--- src/rtl/prog_interval_timer.sv ---
// rtl/prog_interval_timer.sv - prescaled programmable interval timer (one-shot/periodic, hold, reload)
// A base tick every PRE_DIV clocks drives an interval down-counter that pulses expire at zero.
module prog_interval_timer #(
    parameter int PRE_DIV = 50_000_000,
    parameter int PRE_W   = 26,
    parameter int CNT_W   = 16
) (
    input  logic             clk_i,
    input  logic             rst_i,
    input  logic             enable_i,
    input  logic             load_i,
    input  logic [CNT_W-1:0] load_val_i,
    input  logic             periodic_i,
    input  logic             hold_i,
    output logic             tick_out_o,
    output logic             expire_o,
    output logic [CNT_W-1:0] remaining_o,
    output logic             busy_o
);

    typedef enum logic [1:0] {
        S_IDLE = 2'b00,
        S_RUN  = 2'b01,
        S_DONE = 2'b10
    } state_e;

    state_e           state_q, state_d;
    logic [PRE_W-1:0] presc_q, presc_d;
    logic [CNT_W-1:0] remaining_q, remaining_d;
    logic [CNT_W-1:0] interval_q, interval_d;
    logic             tick_q, tick_d;
    logic             expire_q, expire_d;
    logic             busy_q, busy_d;

    logic load_ok;
    logic wrap;

    assign load_ok = load_i && (load_val_i != '0);
    assign wrap    = (presc_q == PRE_W'(PRE_DIV - 1));

    always_comb begin
        state_d     = state_q;
        presc_d     = presc_q;
        remaining_d = remaining_q;
        interval_d  = interval_q;
        tick_d      = 1'b0;
        expire_d    = 1'b0;

        case (state_q)
            S_IDLE: begin
                presc_d     = '0;
                remaining_d = '0;
                if (enable_i && load_ok) begin
                    interval_d  = load_val_i;
                    remaining_d = load_val_i;
                    state_d     = S_RUN;
                end
            end
            S_RUN: begin
                if (!enable_i) begin
                    presc_d     = '0;
                    remaining_d = '0;
                    state_d     = S_IDLE;
                end else if (load_ok) begin
                    interval_d  = load_val_i;
                    remaining_d = load_val_i;
                    presc_d     = '0;
                end else if (hold_i) begin
                    presc_d = presc_q;
                end else if (wrap) begin
                    presc_d = '0;
                    tick_d  = 1'b1;
                    // <=1 rather than ==1 so a zero count can never underflow
                    if (remaining_q <= CNT_W'(1)) begin
                        expire_d = 1'b1;
                        if (periodic_i) begin
                            remaining_d = interval_q;
                        end else begin
                            remaining_d = '0;
                            state_d     = S_DONE;
                        end
                    end else begin
                        remaining_d = remaining_q - CNT_W'(1);
                    end
                end else begin
                    presc_d = presc_q + PRE_W'(1);
                end
            end
            S_DONE: begin
                presc_d     = '0;
                remaining_d = '0;
                if (!enable_i) begin
                    state_d = S_IDLE;
                end else if (load_ok) begin
                    interval_d  = load_val_i;
                    remaining_d = load_val_i;
                    state_d     = S_RUN;
                end
            end
            default: begin
                presc_d     = '0;
                remaining_d = '0;
                state_d     = S_IDLE;
            end
        endcase

        busy_d = (state_d == S_RUN);
    end

    always_ff @(posedge clk_i) begin
        if (!rst_i) begin
            state_q     <= S_IDLE;
            presc_q     <= '0;
            remaining_q <= '0;
            interval_q  <= '0;
            tick_q      <= 1'b0;
            expire_q    <= 1'b0;
            busy_q      <= 1'b0;
        end else begin
            state_q     <= state_d;
            presc_q     <= presc_d;
            remaining_q <= remaining_d;
            interval_q  <= interval_d;
            tick_q      <= tick_d;
            expire_q    <= expire_d;
            busy_q      <= busy_d;
        end
    end

    assign tick_out_o  = tick_q;
    assign expire_o    = expire_q;
    assign remaining_o = remaining_q;
    assign busy_o      = busy_q;

endmodule

--- config.mk ---
export PLATFORM = sky130hd
export DESIGN_NAME = prog_interval_timer
export DESIGN_NICKNAME = d
export VERILOG_FILES = /design/src/rtl/prog_interval_timer.sv
export SDC_FILE = /design/constraint.sdc
export NUM_CORES = 1
export LEC_CHECK = 0
export CAP_MARGIN = 20
export CORE_ASPECT_RATIO = 1.2
export CORE_MARGIN = 4
export CORE_UTILIZATION = 40
export CTS_BUF_LIST = sky130_fd_sc_hd__clkbuf_16
export DETAILED_ROUTE_END_ITERATION = 6
export PLACE_DENSITY_LB_ADDON = 0.2
export SLEW_MARGIN = 20
export SYNTH_ARGS = -nofsm -noshare
export SYNTH_HDL_FRONTEND = slang
export SYNTH_SLANG_ARGS = --single-unit
--- constraint.sdc ---
create_clock -name clk_i -period 3.5 [get_ports clk_i]
set_input_delay 0.525 -clock clk_i [delete_from_list [all_inputs] [get_ports clk_i]]
set_output_delay 0.525 -clock clk_i [all_outputs]
set_load 0.005 [all_outputs]
Yosys cells after proc, flatten, opt, wreduce, memory -nomap -nowiden:

Cells that the tools add are included.

* input bits: 22
* word-level logic and storage cells: 61
* register bits after elaboration: 63
* output and inout bits: 19

* order comparisons: 1
* reduce and logical (&&, ||, !) cells: 11
* mux-type cells: 27
* add/subtract/negate cells: 2
* eq/ne operators: 9
* bitwise logic cells: 4

Operators with widths (count)
* 16-bit 2-to-1 mux: 12
* 16-bit one-hot mux with 3 select lines: 1
* 16-bit one-hot mux with 2 select lines: 1
* 26-bit by 1-bit adder with 26-bit output (second input constant): 1
* 26-bit equality test (second input constant): 1
* 26-bit 2-to-1 mux: 1
* 2-bit 2-to-1 mux: 9
* 16-bit by 1-bit less-or-equal comparator with 1-bit output (second input constant): 1
* 16-bit nonzero test: 1
* 16-bit by 1-bit subtractor with 16-bit output (second input constant): 1
* 4-bit != test (second input constant): 2
* 2-bit one-hot mux with 3 select lines: 1
* 6-bit OR reduction: 1
* 5-bit OR reduction: 1
* 2-bit by 1-bit equality test with 1-bit output (second input constant): 2
* 2-bit by 1-bit != test with 1-bit output (second input constant): 2
* 1-bit inverter: 4
* 4-bit AND reduction: 1
* 4-bit OR reduction: 1
* 2-bit equality test (second input constant): 1
* 1-bit logical AND: 2
* 2-bit logical NOT: 1
* 1-bit 2-to-1 mux: 2
* 2-bit != test (second input constant): 1
* 3 further kinds: 3

Longest topological paths before layout:

* depth in word-level cells: 8
* depth in mapped cells: 9
* mapped depth without buffers: 7

Least setup slack after synthesis:

Ideal clock, no wire load.

* path kind: input -> register
* start point: in load_val_i[3]
* end point: reg remaining_q[10] (netlist: remaining_o[10])
* arrival time: 1886 ps
* cell stages on the path: 7
* setup slack: 1485 ps
* setup time: 129 ps
* buffers on the path: 2
* required time: 3371 ps
* path through: nor4_1 -> a41oi_2 -> and4b_1 -> clkbuf_1 -> clkbuf_1 -> a32oi_1 -> o21ai_0

* cells in the longest elaborated chain, start to end: 5
* elaborated cells between the ends (all ways): 12
* those cells by class: 2 x eq/ne; 6 x mux; 4 x reduce/logical

Ends and longest elaborated chain
* start, declared: RTL line 12 `input logic [CNT_W-1:0] load_val_i,`
* 16-bit nonzero test *: RTL line 38 `assign load_ok = load_i && (load_val_i != '0);`
* 1-bit logical AND *: RTL line 38
* 16-bit 2-to-1 mux (tied with other cells): RTL line 94 `end else if (load_ok) begin`
* 16-bit 2-to-1 mux, on equally long branches: RTL line 92, 53, 60
* 16-bit one-hot mux with 3 select lines: RTL line 49 `case (state_q)`
* end signal, assigned: RTL line 122 `remaining_q <= remaining_d;`
* end, declared: RTL line 29 `logic [CNT_W-1:0] remaining_q, remaining_d;`

Mark *: on every way between the ends. The rest lies on a longest branch, timed or not.
A chain may end at the register's enable or synchronous reset.

Final worst setup path:

* start point: in load_val_i[8]
* end point: reg remaining_q[3] (netlist: remaining_o[3])

Same word-level chain as after synthesis.

==> results.yml <==
timing:
  min_period_ns: 2.55
  setup_tns_ns: 0
  final_max_slew_viol_count: 0
  holdWs_ns: 0.514
  fin_skew_ns: 0.00777
  rsz0062_at_grt: "no"
  fmax_mhz: 392
  hold_viol_final: 0
  final-setup-viol-count: 0
  relSlewSlack_pct: 55.3
  worst_pin_slew_ns: 0.670
  period_share_pct: 72.9
drt:
  post_drt_wl_per_cell_um: 16.6
  first_iter_violations: 129
  finalWirelength_mm: 8.47
  vias_per_cell: 5.71
  drc: 0
  dr.pass1.iters: 5
  ant_nets: 0
  vias: 2919
floorplanning:
  row_count: 36
  die-area_um2: 9840
  chipWidth_um: 91.2
  chipHeight_um: 108
  core_um2: 8110
  ios: 41
  start_util_pct: 41.0
synthesis:
  netlist_area_um2: 3320
  synth-main-ff-cell: "dfxtp_1"
  synth-seq-cells: 63
  synthTopCellsByArea: "dfxtp_1, xnor2_1, mux2i_1"
  yosys.area.top_type_share_pct: 37.9
  synth_fp_nets: 398
  yosysSeqAreaShare_pct: 37.9
  synthTopCellsByCount: "dfxtp_1, nor2_1, nand2_1, o21ai_0, xnor2_1"
  async_flop_share_pct: 0
  synth_most_common_cell: "dfxtp_1"
  syn_area_per_cell_um2: 9.01
  synthCells: 369
  yosys_warnings: 0
  yosysTopAreaCell: "dfxtp_1"
  synth_cell_type_count: 59
  synth-edff-count: 0
cells_and_area:
  syn2layout_area_growth_pct: 24.0
  fillers: 754
  drive_above_1_share_pct: 10.1
  multi_input_area_um2: 1960
  fin_cells: 511
  design_area_um2: 4120
  seqCellArea_um2: 1260
  antenna_cells: 0
  finalNetCount: 440
global_route:
  antenna_found_initial: 0
  grt_pass1_wl_mm: 14.1
  grt_use_met3_pct: 2.94
  grt_max_degree: 26
  grt_pass1_vias: 2837
  gr-total-overflow: 0
  met1_usage_pct: 22.0
  grtUsageTotal_pct: 17.9
  top_usage_layer: "met2"
  grt_use_met2_pct: 30.7
power:
  p_sw_mw: 0.477
  max-vdd-ir-drop_mv: 0.265
  powerDensity_nw_per_um2: 456
  p_comb_share_pct: 12.9
  swShare_pct: 25.4
  seqPwrFrac_pct: 39.9
  intPower_mw: 1.40
  leakagePower_nw: 1.49
  clockPowerShare_pct: 47.3
critical_path:
  r2r_end: "remaining_o[7]"
  ff2ff_setup_slack_ns: 1.14
  endpoint_kind: "flip-flop"
  r2r_cells: 5
  worstPathRequired_ns: 3.70
  critPathKind: "primary input to flip-flop"
  crit_path_max_fanout: 16
  crit_arrival_ns: 2.75
  startpoint_type: "primary input"
  r2r_start: "remaining_o[6]"
cts:
  numCtsBuffers: 9
  cts_tree: "built"
  h-tree-depth: 3
  clkTransAtPathRegs_ns: 0.05
  ctsLongestPathBuffers: 2
  clock_sinks: 63
  clk_latency_ns: 0.33
  cts-hold-fix-buffers: 0
  cts-root-buf: "clkbuf_16"
  cts_resized: 0
  cts_setup_buffers: 0
outcome:
  status: "complete, no violations"
worst_hold_path:
  min_to: "interval_q[2]"
  hold_path_class: "flip-flop to flip-flop"
  hp-start: "interval_q[2]"
  holdPathStages: 2
place:
  placed_cells: 495
  dpl_cell_area_um2: 3820
  hpwl_mm: 5.79
  gp_congestion: 0.786
  placement.io_buffers: 40
flow_run:
  drv_cap: 0
[kinds of logic after synthesis]
logic type	synth area share, %
AOI/OAI and AO/OA	14.1
xor gates and xnor gates	8.96
adders and majority gates	2.63
buffers and inverters	3.16
DFF	37.9
muxes	7.79
and+or+nand+nor	25.4
[worst max-delay path by stage]
stage                     slack [ns]         endpoint           from  cells past startpoint
after CTS                       0.94   remaining_o[3]  load_val_i[8]                      6
after detailed placement        0.60   remaining_o[3]  load_val_i[8]                      6
after floorplan                 1.49  remaining_o[10]  load_val_i[3]                      7
after global routing            0.82   remaining_o[4]  load_val_i[8]                      6
after global placement          0.65   remaining_o[3]  load_val_i[8]                      6
final                           0.95   remaining_o[3]  load_val_i[8]                      6
[placed cells by master (no fill, tap or decap), types with 3 or more instances in the layout]
master            n
o21ai_0          22
nand3_1          12
a31oi_1           3
xnor2_1          21
and3_1            3
xor2_1           13
nor3_1           10
nor2b_1          18
mux2i_1          18
clkdlybuf4s50_1  40
a21oi_1           4
o21ai_1           3
dfxtp_1          63
clkinvlp_4        4
nand2_1          23
nor4b_1           3
buf_4             7
nand4_1           7
a32oi_1          15
nor2_1           44
mux2_2            7
and4_1            4
nor4_1            5
inv_1             9
ha_1              7
clkbuf_16         9
[state kept, by name, indices dropped and copies added (netlist names)]
register / count
tick_out_o: 1
interval_q: 16
remaining_o: 16
state_q: 2
presc_q: 26
expire_o: 1
busy_o: 1
[worst max-delay path: stages]
cell and delay [ns]:
clkdlybuf4s50_1 0.45, nor4_1 0.53, a41oi_2 0.34, and4b_1 0.52
a32oi_1 0.28, o21ai_0 0.10
[layout make-up]
class / count / share of cell area [%]
clock buffer: 9 / 5.46
clock inverter: 7 / 1.76
inverter: 9 / 0.819
multi-input combinational: 281 / 47.5
sequential: 63 / 30.6
tap: 95 / 2.88
timing repair buffer: 47 / 11.0
[power by group through the flow]
stage | registers (mW) | logic (mW) | clock network, mW
2_1_floorplan | 0.762 | 0.156 | 0
3_3_place_gp | 0.765 | 0.239 | 0
3_5_place_dp | 0.765 | 0.241 | 0
4_1_cts | 0.749 | 0.242 | 0.909
5_1_grt | 0.751 | 0.264 | 0.933
6_report | 0.750 | 0.242 | 0.889
[routing by layer]
metal	wire, um	vias to the layer above
li1	-	1423
met1	3680	1384
met2	4200	102
met3	465	10
met4	132	0
met5	0	-
[metrics by stage]
stage | utilization [%] | worst slack, ns | power (mW)
2_1_floorplan | - | 1.49 | 0.918
3_3_place_gp | 47.2 | 0.654 | 1.00
3_5_place_dp | 47.2 | 0.602 | 1.01
4_1_cts | 50.8 | 0.942 | 1.90
5_1_grt | 50.8 | 0.819 | 1.95
6_report | 50.8 | 0.949 | 1.88
Note: power is estimated with default switching activity, not from simulation.
